$ cat src/rtl/iter_divider.sv
// Iterative restoring divider: signed/unsigned, fixed latency of WIDTH+2 edges from
// acceptance to the done cycle, with sign, zero, divide-by-zero and overflow flags.
module iter_divider #(
    parameter int WIDTH = 8
) (
    input  logic             clk,
    input  logic             rst,
    input  logic             start,
    input  logic             signed_op,
    input  logic [WIDTH-1:0] a,
    input  logic [WIDTH-1:0] b,
    output logic             busy,
    output logic             done,
    output logic [WIDTH-1:0] q,
    output logic [WIDTH-1:0] r,
    output logic             sf,
    output logic             zf,
    output logic             dzf,
    output logic             ovf
);

    localparam int CW = $clog2(WIDTH + 1);

    typedef enum logic [1:0] {
        IDLE = 2'd0,
        CALC = 2'd1,
        FIX  = 2'd2,
        DONE = 2'd3
    } state_t;

    state_t           state_q, state_d;
    logic [CW-1:0]    cnt_q, cnt_d;
    logic [WIDTH-1:0] a_q, a_d;
    logic [WIDTH-1:0] b_q, b_d;
    logic             sgn_q, sgn_d;
    logic [WIDTH-1:0] quo_q, quo_d;
    logic [WIDTH-1:0] rem_q, rem_d;
    logic [WIDTH-1:0] dvs_q, dvs_d;
    logic [WIDTH-1:0] q_out_q, q_out_d;
    logic [WIDTH-1:0] r_out_q, r_out_d;
    logic             sf_q, sf_d;
    logic             zf_q, zf_d;
    logic             dzf_q, dzf_d;
    logic             ovf_q, ovf_d;

    // Operand magnitudes at acceptance; |most-negative| still fits as unsigned WIDTH bits.
    logic             a_in_neg, b_in_neg;
    logic [WIDTH-1:0] a_in_mag, b_in_mag;
    // One restoring step: shift next dividend bit into the partial remainder, trial subtract.
    logic [WIDTH:0]   rem_sh;
    logic [WIDTH:0]   diff;
    // Sign correction of the magnitude results.
    logic             a_neg_fix, b_neg_fix;
    logic [WIDTH-1:0] q_fix, r_fix;
    logic             accept;

    always_comb begin
        a_in_neg  = signed_op & a[WIDTH-1];
        b_in_neg  = signed_op & b[WIDTH-1];
        a_in_mag  = a_in_neg ? -a : a;
        b_in_mag  = b_in_neg ? -b : b;
        rem_sh    = {rem_q, quo_q[WIDTH-1]};
        diff      = rem_sh - {1'b0, dvs_q};
        a_neg_fix = sgn_q & a_q[WIDTH-1];
        b_neg_fix = sgn_q & b_q[WIDTH-1];
        q_fix     = (a_neg_fix ^ b_neg_fix) ? -quo_q : quo_q;
        r_fix     = a_neg_fix ? -rem_q : rem_q;
        accept    = start & ((state_q == IDLE) | (state_q == DONE));
    end

    always_comb begin
        state_d = state_q;
        cnt_d   = cnt_q;
        a_d     = a_q;
        b_d     = b_q;
        sgn_d   = sgn_q;
        quo_d   = quo_q;
        rem_d   = rem_q;
        dvs_d   = dvs_q;
        q_out_d = q_out_q;
        r_out_d = r_out_q;
        sf_d    = sf_q;
        zf_d    = zf_q;
        dzf_d   = dzf_q;
        ovf_d   = ovf_q;

        case (state_q)
            IDLE, DONE: begin
                state_d = IDLE;
                if (accept) begin
                    state_d = CALC;
                    cnt_d   = CW'(WIDTH);
                    a_d     = a;
                    b_d     = b;
                    sgn_d   = signed_op;
                    quo_d   = a_in_mag;
                    rem_d   = '0;
                    dvs_d   = b_in_mag;
                end
            end
            CALC: begin
                if (cnt_q != '0) begin
                    cnt_d = cnt_q - 1'b1;
                    quo_d = {quo_q[WIDTH-2:0], ~diff[WIDTH]};
                    rem_d = diff[WIDTH] ? rem_sh[WIDTH-1:0] : diff[WIDTH-1:0];
                end else begin
                    state_d = FIX;
                end
            end
            FIX: begin
                state_d = DONE;
                if (b_q == '0) begin
                    q_out_d = '1;
                    r_out_d = a_q;
                    sf_d    = 1'b0;
                    zf_d    = 1'b0;
                    dzf_d   = 1'b1;
                    ovf_d   = 1'b0;
                end else begin
                    q_out_d = q_fix;
                    r_out_d = r_fix;
                    sf_d    = sgn_q & r_fix[WIDTH-1];
                    zf_d    = (r_fix == '0);
                    dzf_d   = 1'b0;
                    // Only most-negative / -1 overflows; the quotient wraps back to a.
                    ovf_d   = sgn_q & (a_q == {1'b1, {(WIDTH-1){1'b0}}}) & (b_q == '1);
                end
            end
            default: state_d = IDLE;
        endcase
    end

    always_ff @(posedge clk or posedge rst) begin
        if (rst) begin
            state_q <= IDLE;
            cnt_q   <= '0;
            a_q     <= '0;
            b_q     <= '0;
            sgn_q   <= 1'b0;
            quo_q   <= '0;
            rem_q   <= '0;
            dvs_q   <= '0;
            q_out_q <= '0;
            r_out_q <= '0;
            sf_q    <= 1'b0;
            zf_q    <= 1'b0;
            dzf_q   <= 1'b0;
            ovf_q   <= 1'b0;
        end else begin
            state_q <= state_d;
            cnt_q   <= cnt_d;
            a_q     <= a_d;
            b_q     <= b_d;
            sgn_q   <= sgn_d;
            quo_q   <= quo_d;
            rem_q   <= rem_d;
            dvs_q   <= dvs_d;
            q_out_q <= q_out_d;
            r_out_q <= r_out_d;
            sf_q    <= sf_d;
            zf_q    <= zf_d;
            dzf_q   <= dzf_d;
            ovf_q   <= ovf_d;
        end
    end

    assign busy = (state_q == CALC) | (state_q == FIX);
    assign done = (state_q == DONE);
    assign q    = q_out_q;
    assign r    = r_out_q;
    assign sf   = sf_q;
    assign zf   = zf_q;
    assign dzf  = dzf_q;
    assign ovf  = ovf_q;

endmodule

$ cat config.mk
export PLATFORM = sky130hd
export DESIGN_NAME = iter_divider
export DESIGN_NICKNAME = d
export VERILOG_FILES = /design/src/rtl/iter_divider.sv
export SDC_FILE = /design/constraint.sdc
export NUM_CORES = 1
export LEC_CHECK = 0
export BUFFER_PORTS_ARGS = -buffer_cell sky130_fd_sc_hd__buf_2
export CELL_PAD_IN_SITES_DETAIL_PLACEMENT = 1
export CELL_PAD_IN_SITES_GLOBAL_PLACEMENT = 1
export CORE_MARGIN = 2
export CORE_UTILIZATION = 45
export DETAILED_ROUTE_END_ITERATION = 8
export PLACE_DENSITY_LB_ADDON = 0.15
export RECOVER_POWER = 25
export SYNTH_ARGS = -nofsm -noshare
export SYNTH_HDL_FRONTEND = slang
export SYNTH_SLANG_ARGS = --single-unit
export TNS_END_PERCENT = 5
$ cat constraint.sdc
create_clock -name clk -period 2.82 [get_ports clk]
set_input_delay 0.846 -clock clk [delete_from_list [all_inputs] [get_ports clk]]
set_output_delay 0.846 -clock clk [all_outputs]
set_load 0.005 [all_outputs]
==> impl_results.md <==
- DIE WIDTH: roughly 96 um
- Sequential power share: 0.332
- Clk root buf: clkbuf_8
- Post-synthesis sequential area ratio: 0.4312
- Critical path required time: about 3.0 ns
- DR WL/cell: ~16 um
- Worst Path Class, Setup: reg -> reg
- FMAX: approximately 410 MHz
- Proportion of layout cells with a drive suffix above 1: 0.1892
- Diode count: 0
- Site row count: 33
- Routed wire length: ~9400 um
- Hold Buf Count CTS: 0
- Max-slew violations: 0
- Placer Congestion: 0.7944
- Hold depth: 2
- Gate power share: 0.513
- Worst-path fanout max: 15
- Worst setup endpoint: quo_q[0]$_DFFE_PP0P_
- CTS Buf Count: 9
- Delay-heaviest family, CP: compound AO/OA/AOI/OAI gates
- Slew HR: 0.3538
- Global-route wire length before repair: 15400 um
- R2R Path End: quo_q[0]$_DFFE_PP0P_
- CP arrival: roughly 2.6 ns
- Worst Max-Slew Pin Slew: slightly below 1 ns
- Clk sink count: 66
- Synth Flop Type: dfrtp_1
- Mapped Area: between 3000 and 4000 um^2
- Crit share post-route: 0.8570
- Vias in the first global route: roughly 3000
- Net switching power: between 2 and 2.5 mW
- Post-Syn Instances: 418
- Area delta synth->final: 13.52%
- EDFF count, synth: 0
- Sw Ratio: 0.4306
- Post_cts resized: 0
- Worst setup startpoint: quo_q[7]$_DFFE_PP0P_
- Nets: around 500
- Clk Latency, worst-skew pair: about 0.33 ns
- Largest area contributor in the netlist: dfrtp_1
- Pint: 2.989 mW
- R2R Setup Slk: 0.40 ns
- Initial drt markers: 150
- Clock Power Share: 0.155
- Chip height: about 96 um
- CP Depth: 9
- Async S/R FF share, synth: 1.000
- Critical R2R Launch: quo_q[7]$_DFFE_PP0P_
- DP Wirelength: a little over 7000 um
- CTS tree: done
- Setup crit start kind: flop
- Static Leak: 2.023 nW
- Starting density of the core: 0.4661
- Core Area: between 8000 and 9000 um^2
- Area after DPL: between 4000 and 5000 um^2
- Setup Viol. Count Final: 0
- Syn_nets: ~460
- Critical path capture point type: flop
- Crit path buf inv count: 1
- Flops & latches, synth: 66
- Reg2Reg Depth: 9
- Vias: 3117
- Dominant cells by area after synthesis: dfrtp_1, ha_1, mux2_2
- Crit path max-delay cell type: fa_1
- Number of top-level pins: 42
- Final Critical Period: roughly 2.4 ns
- Post-DRT Antenna Nets: 0
- VDD IR max: roughly 0.00063 V
- Status: finished clean
- Final Instance Area: between 4000 and 5000 um^2
- Worst-path clk slew: approximately 0.07 ns
- DRC viols: 0
- Post-CTS Repair Setup Buffers: 0
- Final Hold Fails: 0
- Setup Skew: between 0.01 and 0.015 ns
- Top-count cell post-synth: dfrtp_1
- Mean Syn Cell Area: roughly 9.2 um^2
- Largest net degree at the start of global routing: 30
- Max Cap Viol: 0
- Router iterations before antenna repair: 4
- RSZ-0062 raised after global routing: no
- Die area: 9265 um^2
- Synth unique cells: 46
- Worst path cell trace: inv_1 -> ha_1 -> fa_1 -> nor2b_1 -> o211ai_1 -> o2bb2ai_4 -> xor2_4 -> a211oi_1 -> a21o_1
- H-tree depth: 3
- Synth Warn #: 0
- Global route overflow: 0
- I/O Buffers: a little over 40
- Synth top area share: 0.4312
- Worst Min Path Start: dvs_q[6]$_DFFE_PP0P_
- Commonest cells in the netlist: dfrtp_1, nand2_1, nor2_1
- Gr usage total: 0.2199
- Setup TNS: 0 ns
- Clock tree buffer depth: 2
- Pwr Density: around 1200 nW/um^2
- Critical path's largest stage delay: ~0.4 ns
- Initial antenna violation count: 0
- Via/cell ratio: between 5 and 6
- Worst Hold Class: reg -> reg
[metal layers]
metal	vias up	GRT usage	wire [um]
met5	-	0	0
met4	0	0.06429	64
met3	6	0.03054	326
met2	55	0.3449	4404
met1	1525	0.3159	4594
li1	1531	-	-
[how the worst min path moves through the flow]
stage	endpoint	slack, ns
2_1_floorplan	dvs_q[2]$_DFFE_PP0P_	0.45
3_3_place_gp	dvs_q[2]$_DFFE_PP0P_	0.46
3_5_place_dp	dvs_q[3]$_DFFE_PP0P_	0.47
4_1_cts	dvs_q[3]$_DFFE_PP0P_	0.49
5_1_grt	r[4]$_DFFE_PP0P_	0.53
6_report	dvs_q[6]$_DFFE_PP0P_	0.49
[layout by cell type, fill, tap and decap left out, drive strengths merged, types with 2 or more instances in the layout]
master	count
dfrtp	66
buf	50
nand2	43
nor2	39
inv	32
a21oi	32
o21ai	29
xnor2	17
mux2	17
ha	17
nand3	15
clkbuf	15
xor2	12
a31oi	11
nor3	10
o311ai	6
nor2b	5
mux2i	5
o31ai	5
nor4	4
nand4	4
or3	4
nand2b	3
o22ai	2
o211ai	2
and3	2
a21o	2
a211oi	2
[tightest hold or removal path: cells and delay by family, from the launching register on]
| kind | cells | cell delay [ns] |
|---|---|---|
| simple gates | 1 | 0.05 |
| flops | 1 | 0.34 |
| compound gates | 1 | 0.06 |
[kinds of logic after synthesis]
family | count (synthesis) | share of synthesized area
muxes | 22 | 0.06305
adders and majority gates | 18 | 0.06076
AOI/OAI and AO/OA | 96 | 0.1545
buffers and inverters | 52 | 0.05456
xor gates and xnor gates | 29 | 0.07122
DFF | 66 | 0.4312
and+or+nand+nor | 135 | 0.1647
[power by group through the flow]
stage / clock network [mW] / registers (mW) / logic [mW]
after global routing: 0.874 / 1.80 / 3.06
after floorplan: 0 / 1.65 / 2.08
final: 0.813 / 1.74 / 2.69
after detailed placement: 0 / 1.76 / 2.72
after CTS: 0.829 / 1.75 / 2.74
after global placement: 0 / 1.74 / 2.64
[final cells by class]
cell class | instances | area (um^2)
fillers | 1004 | 3869
well taps | 105 | 131.4
multi-input cells | 300 | 1969
clock inverters | 2 | 35.03
flip-flops and latches | 66 | 1652
clock buffers | 14 | 162.7
repair buffers | 51 | 277.8
inverters | 32 | 120.1
[stage by stage]
| stage | util | hold slack (ns) | power (mW) | instances | worst slack (ns) |
|---|---|---|---|---|---|
| floorplan | - | 0.4498 | 3.736 | 418 | 0.3192 |
| CTS | 0.5310 | 0.4880 | 5.314 | 570 | 0.4023 |
| finish | 0.5292 | 0.4855 | 5.249 | 570 | 0.4031 |
| global placement | 0.5069 | 0.4626 | 4.373 | 554 | 0.5118 |
| global route | 0.5292 | 0.5285 | 5.733 | 570 | 0.2542 |
| detailed placement | 0.5069 | 0.4718 | 4.483 | 554 | 0.4388 |
[sequential cells by signal, summed over array words and instances, names as in the netlist]
signal / count
a_q: 8
b_q: 8
cnt_q: 4
dvs_q: 7
dzf: 1
ovf: 1
q: 8
quo_q: 8
r: 8
rem_q: 8
sf: 1
sgn_q: 1
state_q: 2
zf: 1
(Power assumes the default switching activity.)
